--- config.mk ---
export PLATFORM = sky130hd
export DESIGN_NAME = time_set_ctrl
export DESIGN_NICKNAME = d
export VERILOG_FILES = /design/src/rtl/clock_pkg.sv /design/src/rtl/wrap_updown.sv /design/src/rtl/time_set_ctrl.sv
export SDC_FILE = /design/constraint.sdc
export NUM_CORES = 1
export LEC_CHECK = 0
export CAP_MARGIN = 20
export CORE_MARGIN = 3
export CORE_UTILIZATION = 46
export DETAILED_ROUTE_END_ITERATION = 8
export PLACE_DENSITY = 0.87
export SETUP_SLACK_MARGIN = 0.3
export SYNTH_ARGS = -nofsm -noshare
export SYNTH_HDL_FRONTEND = slang
export SYNTH_SLANG_ARGS = --single-unit
--- constraint.sdc ---
create_clock -name clk -period 2.4 [get_ports clk]
set_input_delay 0.24 -clock clk [delete_from_list [all_inputs] [get_ports clk]]
set_output_delay 0.24 -clock clk [all_outputs]
set_load 0.02 [all_outputs]
--- src/rtl/clock_pkg.sv ---
// Shared definitions for the clock datapath: field addresses, default
// field limits and the time-setting state type.
package clock_pkg;

    localparam logic [1:0] ADDR_SEC  = 2'b00;
    localparam logic [1:0] ADDR_MIN  = 2'b01;
    localparam logic [1:0] ADDR_HOUR = 2'b10;
    localparam logic [1:0] ADDR_NONE = 2'b11;

    localparam int DEF_SEC_MAX  = 59;
    localparam int DEF_MIN_MAX  = 59;
    localparam int DEF_HOUR_MAX = 23;

    typedef enum logic [1:0] {
        ST_RUN,
        ST_SET_HOURS,
        ST_SET_MINUTES,
        ST_SET_SECONDS
    } state_t;

    function automatic logic [1:0] field_addr(input state_t s);
        case (s)
            ST_SET_HOURS:   field_addr = ADDR_HOUR;
            ST_SET_MINUTES: field_addr = ADDR_MIN;
            ST_SET_SECONDS: field_addr = ADDR_SEC;
            default:        field_addr = ADDR_NONE;
        endcase
    endfunction

endpackage

--- src/rtl/wrap_updown.sv ---
// Combinational +/-1 over 0..max with wrap; anything above max is pulled
// back into range (to 0 going up, to max going down).
module wrap_updown #(
    parameter int W = 6
) (
    input  logic [W-1:0] value,
    input  logic [W-1:0] max,
    input  logic         up,
    output logic [W-1:0] result
);

    always_comb begin
        result = value;
        if (up)
            result = (value >= max) ? '0 : value + 1'b1;
        else
            result = (value == '0 || value > max) ? max : value - 1'b1;
    end

endmodule

--- src/rtl/time_set_ctrl.sv ---
// User time-setting controller: walks hours/minutes/seconds edit fields,
// freezes timekeeping while editing and drives the counters' load bus.
module time_set_ctrl
    import clock_pkg::*;
#(
    parameter int HOUR_MAX  = DEF_HOUR_MAX,
    parameter int MIN_MAX   = DEF_MIN_MAX,
    parameter int SEC_MAX   = DEF_SEC_MAX,
    parameter int TIMEOUT_S = 30
) (
    input  logic       clk,
    input  logic       reset,
    input  logic       tick_1hz,
    input  logic       btn_mode,
    input  logic       btn_inc,
    input  logic       btn_dec,
    input  logic [5:0] cur_seconds,
    input  logic [5:0] cur_minutes,
    input  logic [5:0] cur_hours,
    output logic       load,
    output logic [1:0] addrs,
    output logic [5:0] data_in,
    output logic       time_hold,
    output logic       set_active,
    output logic       blink
);

    localparam logic [5:0] HMAX    = 6'(HOUR_MAX);
    localparam logic [5:0] MMAX    = 6'(MIN_MAX);
    localparam logic [5:0] SMAX    = 6'(SEC_MAX);
    localparam logic [5:0] TO_LAST = 6'(TIMEOUT_S - 1);

    state_t     state, mode_next;
    logic [5:0] edit, tcnt;
    logic [5:0] field_max, step_val, entry_val;

    always_comb begin
        mode_next = ST_RUN;
        entry_val = edit;
        field_max = '0;
        case (state)
            ST_RUN: begin
                mode_next = ST_SET_HOURS;
                entry_val = cur_hours;
            end
            ST_SET_HOURS: begin
                mode_next = ST_SET_MINUTES;
                entry_val = cur_minutes;
                field_max = HMAX;
            end
            ST_SET_MINUTES: begin
                mode_next = ST_SET_SECONDS;
                entry_val = cur_seconds;
                field_max = MMAX;
            end
            ST_SET_SECONDS: begin
                mode_next = ST_RUN;
                field_max = SMAX;
            end
            default: ;
        endcase
    end

    wrap_updown #(.W(6)) u_wrap (
        .value  (edit),
        .max    (field_max),
        .up     (btn_inc),
        .result (step_val)
    );

    always_ff @(posedge clk or negedge reset) begin
        if (!reset) begin
            state      <= ST_RUN;
            load       <= 1'b0;
            addrs      <= ADDR_NONE;
            data_in    <= '0;
            time_hold  <= 1'b0;
            set_active <= 1'b0;
            blink      <= 1'b0;
            tcnt       <= '0;
            edit       <= '0;
        end else begin
            load <= 1'b0;
            // mode outranks inc/dec; entering a field captures the live value
            if (btn_mode) begin
                state      <= mode_next;
                edit       <= entry_val;
                addrs      <= field_addr(mode_next);
                time_hold  <= (mode_next != ST_RUN);
                set_active <= (mode_next != ST_RUN);
                blink      <= 1'b0;
                tcnt       <= '0;
            end else if (state != ST_RUN) begin
                if (btn_inc ^ btn_dec) begin
                    edit    <= step_val;
                    data_in <= step_val;
                    load    <= 1'b1;
                    blink   <= 1'b1;
                    tcnt    <= '0;
                end else if (tick_1hz) begin
                    if (tcnt >= TO_LAST) begin
                        state      <= ST_RUN;
                        addrs      <= ADDR_NONE;
                        time_hold  <= 1'b0;
                        set_active <= 1'b0;
                        blink      <= 1'b0;
                        tcnt       <= '0;
                    end else begin
                        tcnt  <= tcnt + 1'b1;
                        blink <= ~blink;
                    end
                end
            end
        end
    end

endmodule

==> results.yml <==
clock_network:
  clock-root-buffer: "clkbuf_8"
  htreeDepth: 1
  hold_buffers: 0
  worstSkewPairLatency_ns: 0.27
  clk_pin_slew_ns: 0.09
  cts_max_path_buffers: 2
  tritoncts: "done"
  cts_sinks: 25
  cts_buffers: 3
synth:
  ys_top_cells_by_area: "dfrtp_1, ha_1, nor2_1"
  netlist_top_cells_count: "dfrtp_1, nor2_1, nand2_1, ha_1"
  yosysTopAreaCell: "dfrtp_1"
  synth_cell_types: 42
  ys.warnings.count: 0
  synth-seq-area-share: 0.3548
  synthCells: 200
  syn-num-nets: 240
  post_synth.cell_area_avg_sq_um: 8.852
  ys_ff_latch: 25
  synth_edf_count: 0
  async_reset_ff_frac: 1.000
  synth_flop_cell: "dfrtp_1"
  synth_top_area_share: 0.3251
  netlist_area_sq_um: 1770
floorplan:
  start_util: 0.5028
  die_y_um: 68.04
  die_w_um: 68.04
  rows: 21
  io_pins: 36
  dieArea_sq_um: 4629
  core_area_sq_um: 3521
routing:
  antenna_left: 0
  drtPass1Iterations: 4
  routedWlPerCell_um: 15.35
  drt_wl_total_mm: 4.391
  vias: 1611
  route.detailed.drc: 0
  via_per_inst: 5.633
  first_iter_violations: 222
global_routing:
  grt_usage: 0.2012
  antenna_found_initial: 0
  grt_pass1_wl_mm: 7.134
  grt_pass1_vias: 1593
  grt_max_degree: 26
  grt.overflow.total: 0
timing:
  setup_ws_ns: 0.1308
  clock.fmax_mhz: 440.7
  rsz0062_at_grt: "true"
  min_period_ns: 2.269
  fin_tns_setup_ns: 0
  drv_slew: 0
  fin_crit_sh: 0.9455
  setup_viol_count_final: 0
  worst_pin_slew_ns: 0.4432
  fin_skew_ns: 0.005705
  hold_viol_final: 0
  maxSlewHeadroom: 0.7028
critical_path:
  path_max_fanout: 4
  crit_path_end_kind: "flip-flop"
  cp_top_family: "compound AO/OA/AOI/OAI gates"
  critPathArrivalTime_ns: 2.47
  crit_start: "state[0]"
  cp_cell_sequence: "inv_2 -> ha_4 -> nor2_4 -> ha_4 -> a21oi_2 -> o21a_1 -> o211ai_1 -> buf_4 -> o21a_1 -> o21ai_2 -> o211a_1"
  rr_startpoint: "state[0]"
  worst-setup-path-type: "reg -> reg"
  max_stage_delay_ns: 0.41
  crit_path_start_kind: "flip-flop"
  critPathBufInv: 2
  cp_slowest_cell: "dfrtp_1"
  worst-endpoint-required_ns: 2.61
layout:
  num_antenna_cells: 0
  drive_gt1_frac: 0.2042
  syn2layout_area_growth_pct: 34.91
  fin_nets: 281
power_and_ir_drop:
  power_density_nw_per_um2: 1409
  p_leak_nw: 0.9781
  ir_drop_uv: 856.6
placed_design:
  dpl_worst_slack_ns: 0.1148
  dp_hpwl_mm: 3.181
  place.gp.congestion: 0.9254
  port-buffer-count: 35
min_path:
  worstHoldPathType: "in -> async"
flow_run:
  max_cap_violations: 0
outcome:
  status: "finished clean"
## layer usage
| metal | vias to the layer above | part of all wire | track usage |
|---|---|---|---|
| li1 | 775 | - | - |
| met2 | 53 | 0.51 | 0.3526 |
| met5 | - | 0 | 0 |
| met4 | 0 | 0.015 | 0.06203 |
| met1 | 775 | 0.42 | 0.2462 |
| met3 | 8 | 0.052 | 0.04105 |
## cell type report
class	instances	area (sq um)
timing repair buffer	47	440.4
multi-input combinational	150	1165
fill	279	1132
clock buffer	4	45.04
sequential	25	628.1
inverter	14	52.55
tap	46	57.56
## sequential cells by signal, indices dropped and copies added, names as in the netlist
name,flops
addrs,2
blink,1
data_in,6
edit,6
load,1
set_active,1
state,2
tcnt,6
## cell families (layout without fill, tap and decap cells)
family	count (synthesis)	after routing	synth area share
XOR/XNOR	12	12	0.06997
adder cells (fa/ha/maj)	16	16	0.1131
buffers and inverters	25	65	0.06572
AO/OA/AOI/OAI	55	55	0.2042
flip-flops	25	25	0.3548
AND/OR/NAND/NOR	65	65	0.1802
multiplexers	2	2	0.01201
## through the flow
stage / power, mW / hold slack, ns / util / cell area, sq um / cells
global route: 3.641 / 0.3540 / 0.6784 / 2389 / 286
floorplan: 2.286 / -0.05559 / - / 1863 / 200
global placement: 2.777 / 0.4560 / 0.6379 / 2246 / 278
detailed placement: 2.848 / 0.4680 / 0.6379 / 2246 / 278
CTS: 3.287 / 0.3494 / 0.6731 / 2370 / 285
finish: 3.365 / 0.3333 / 0.6784 / 2389 / 286
## power by group
part	total, mW	internal [mW]	switching, mW
clock network	0.249	0.119	0.130
registers	0.772	0.594	0.178
logic	2.34	1.08	1.26
total	3.37	1.79	1.57
## cell usage in the layout (no fill, tap or decap), drive strengths merged, types with 3 or more instances in the layout
| master | n |
|---|---|
| buf | 12 |
| xor2 | 8 |
| nor2 | 23 |
| clkdlybuf4s50 | 35 |
| nand2b | 3 |
| nand2 | 18 |
| nor3 | 3 |
| clkbuf | 4 |
| nand4 | 4 |
| xnor2 | 4 |
| o211ai | 3 |
| o21ai | 17 |
| a21oi | 14 |
| nand3 | 7 |
| a22oi | 6 |
| inv | 14 |
| o21a | 5 |
| ha | 16 |
| dfrtp | 23 |
## worst paths after layout
path,to,slack (ns),depth (start not counted)
max,edit[2],0.13,11
min,edit[5],0.33,2
max reg2reg,edit[2],0.13,11
min reg2reg,tcnt[5],0.49,2
max in group asynchronous,addrs[0],1.76,2
min in group clk,tcnt[5],0.49,2
## timing repair
item | in CTS | in global routing
pin swaps | 9 | 5
buffers inserted | 3 | 1
hold endpoints to repair | 0 | 0
gates resized for setup | 12 | 4
setup endpoints to repair | 11 | 12
Power figures use the tool's default switching activity.
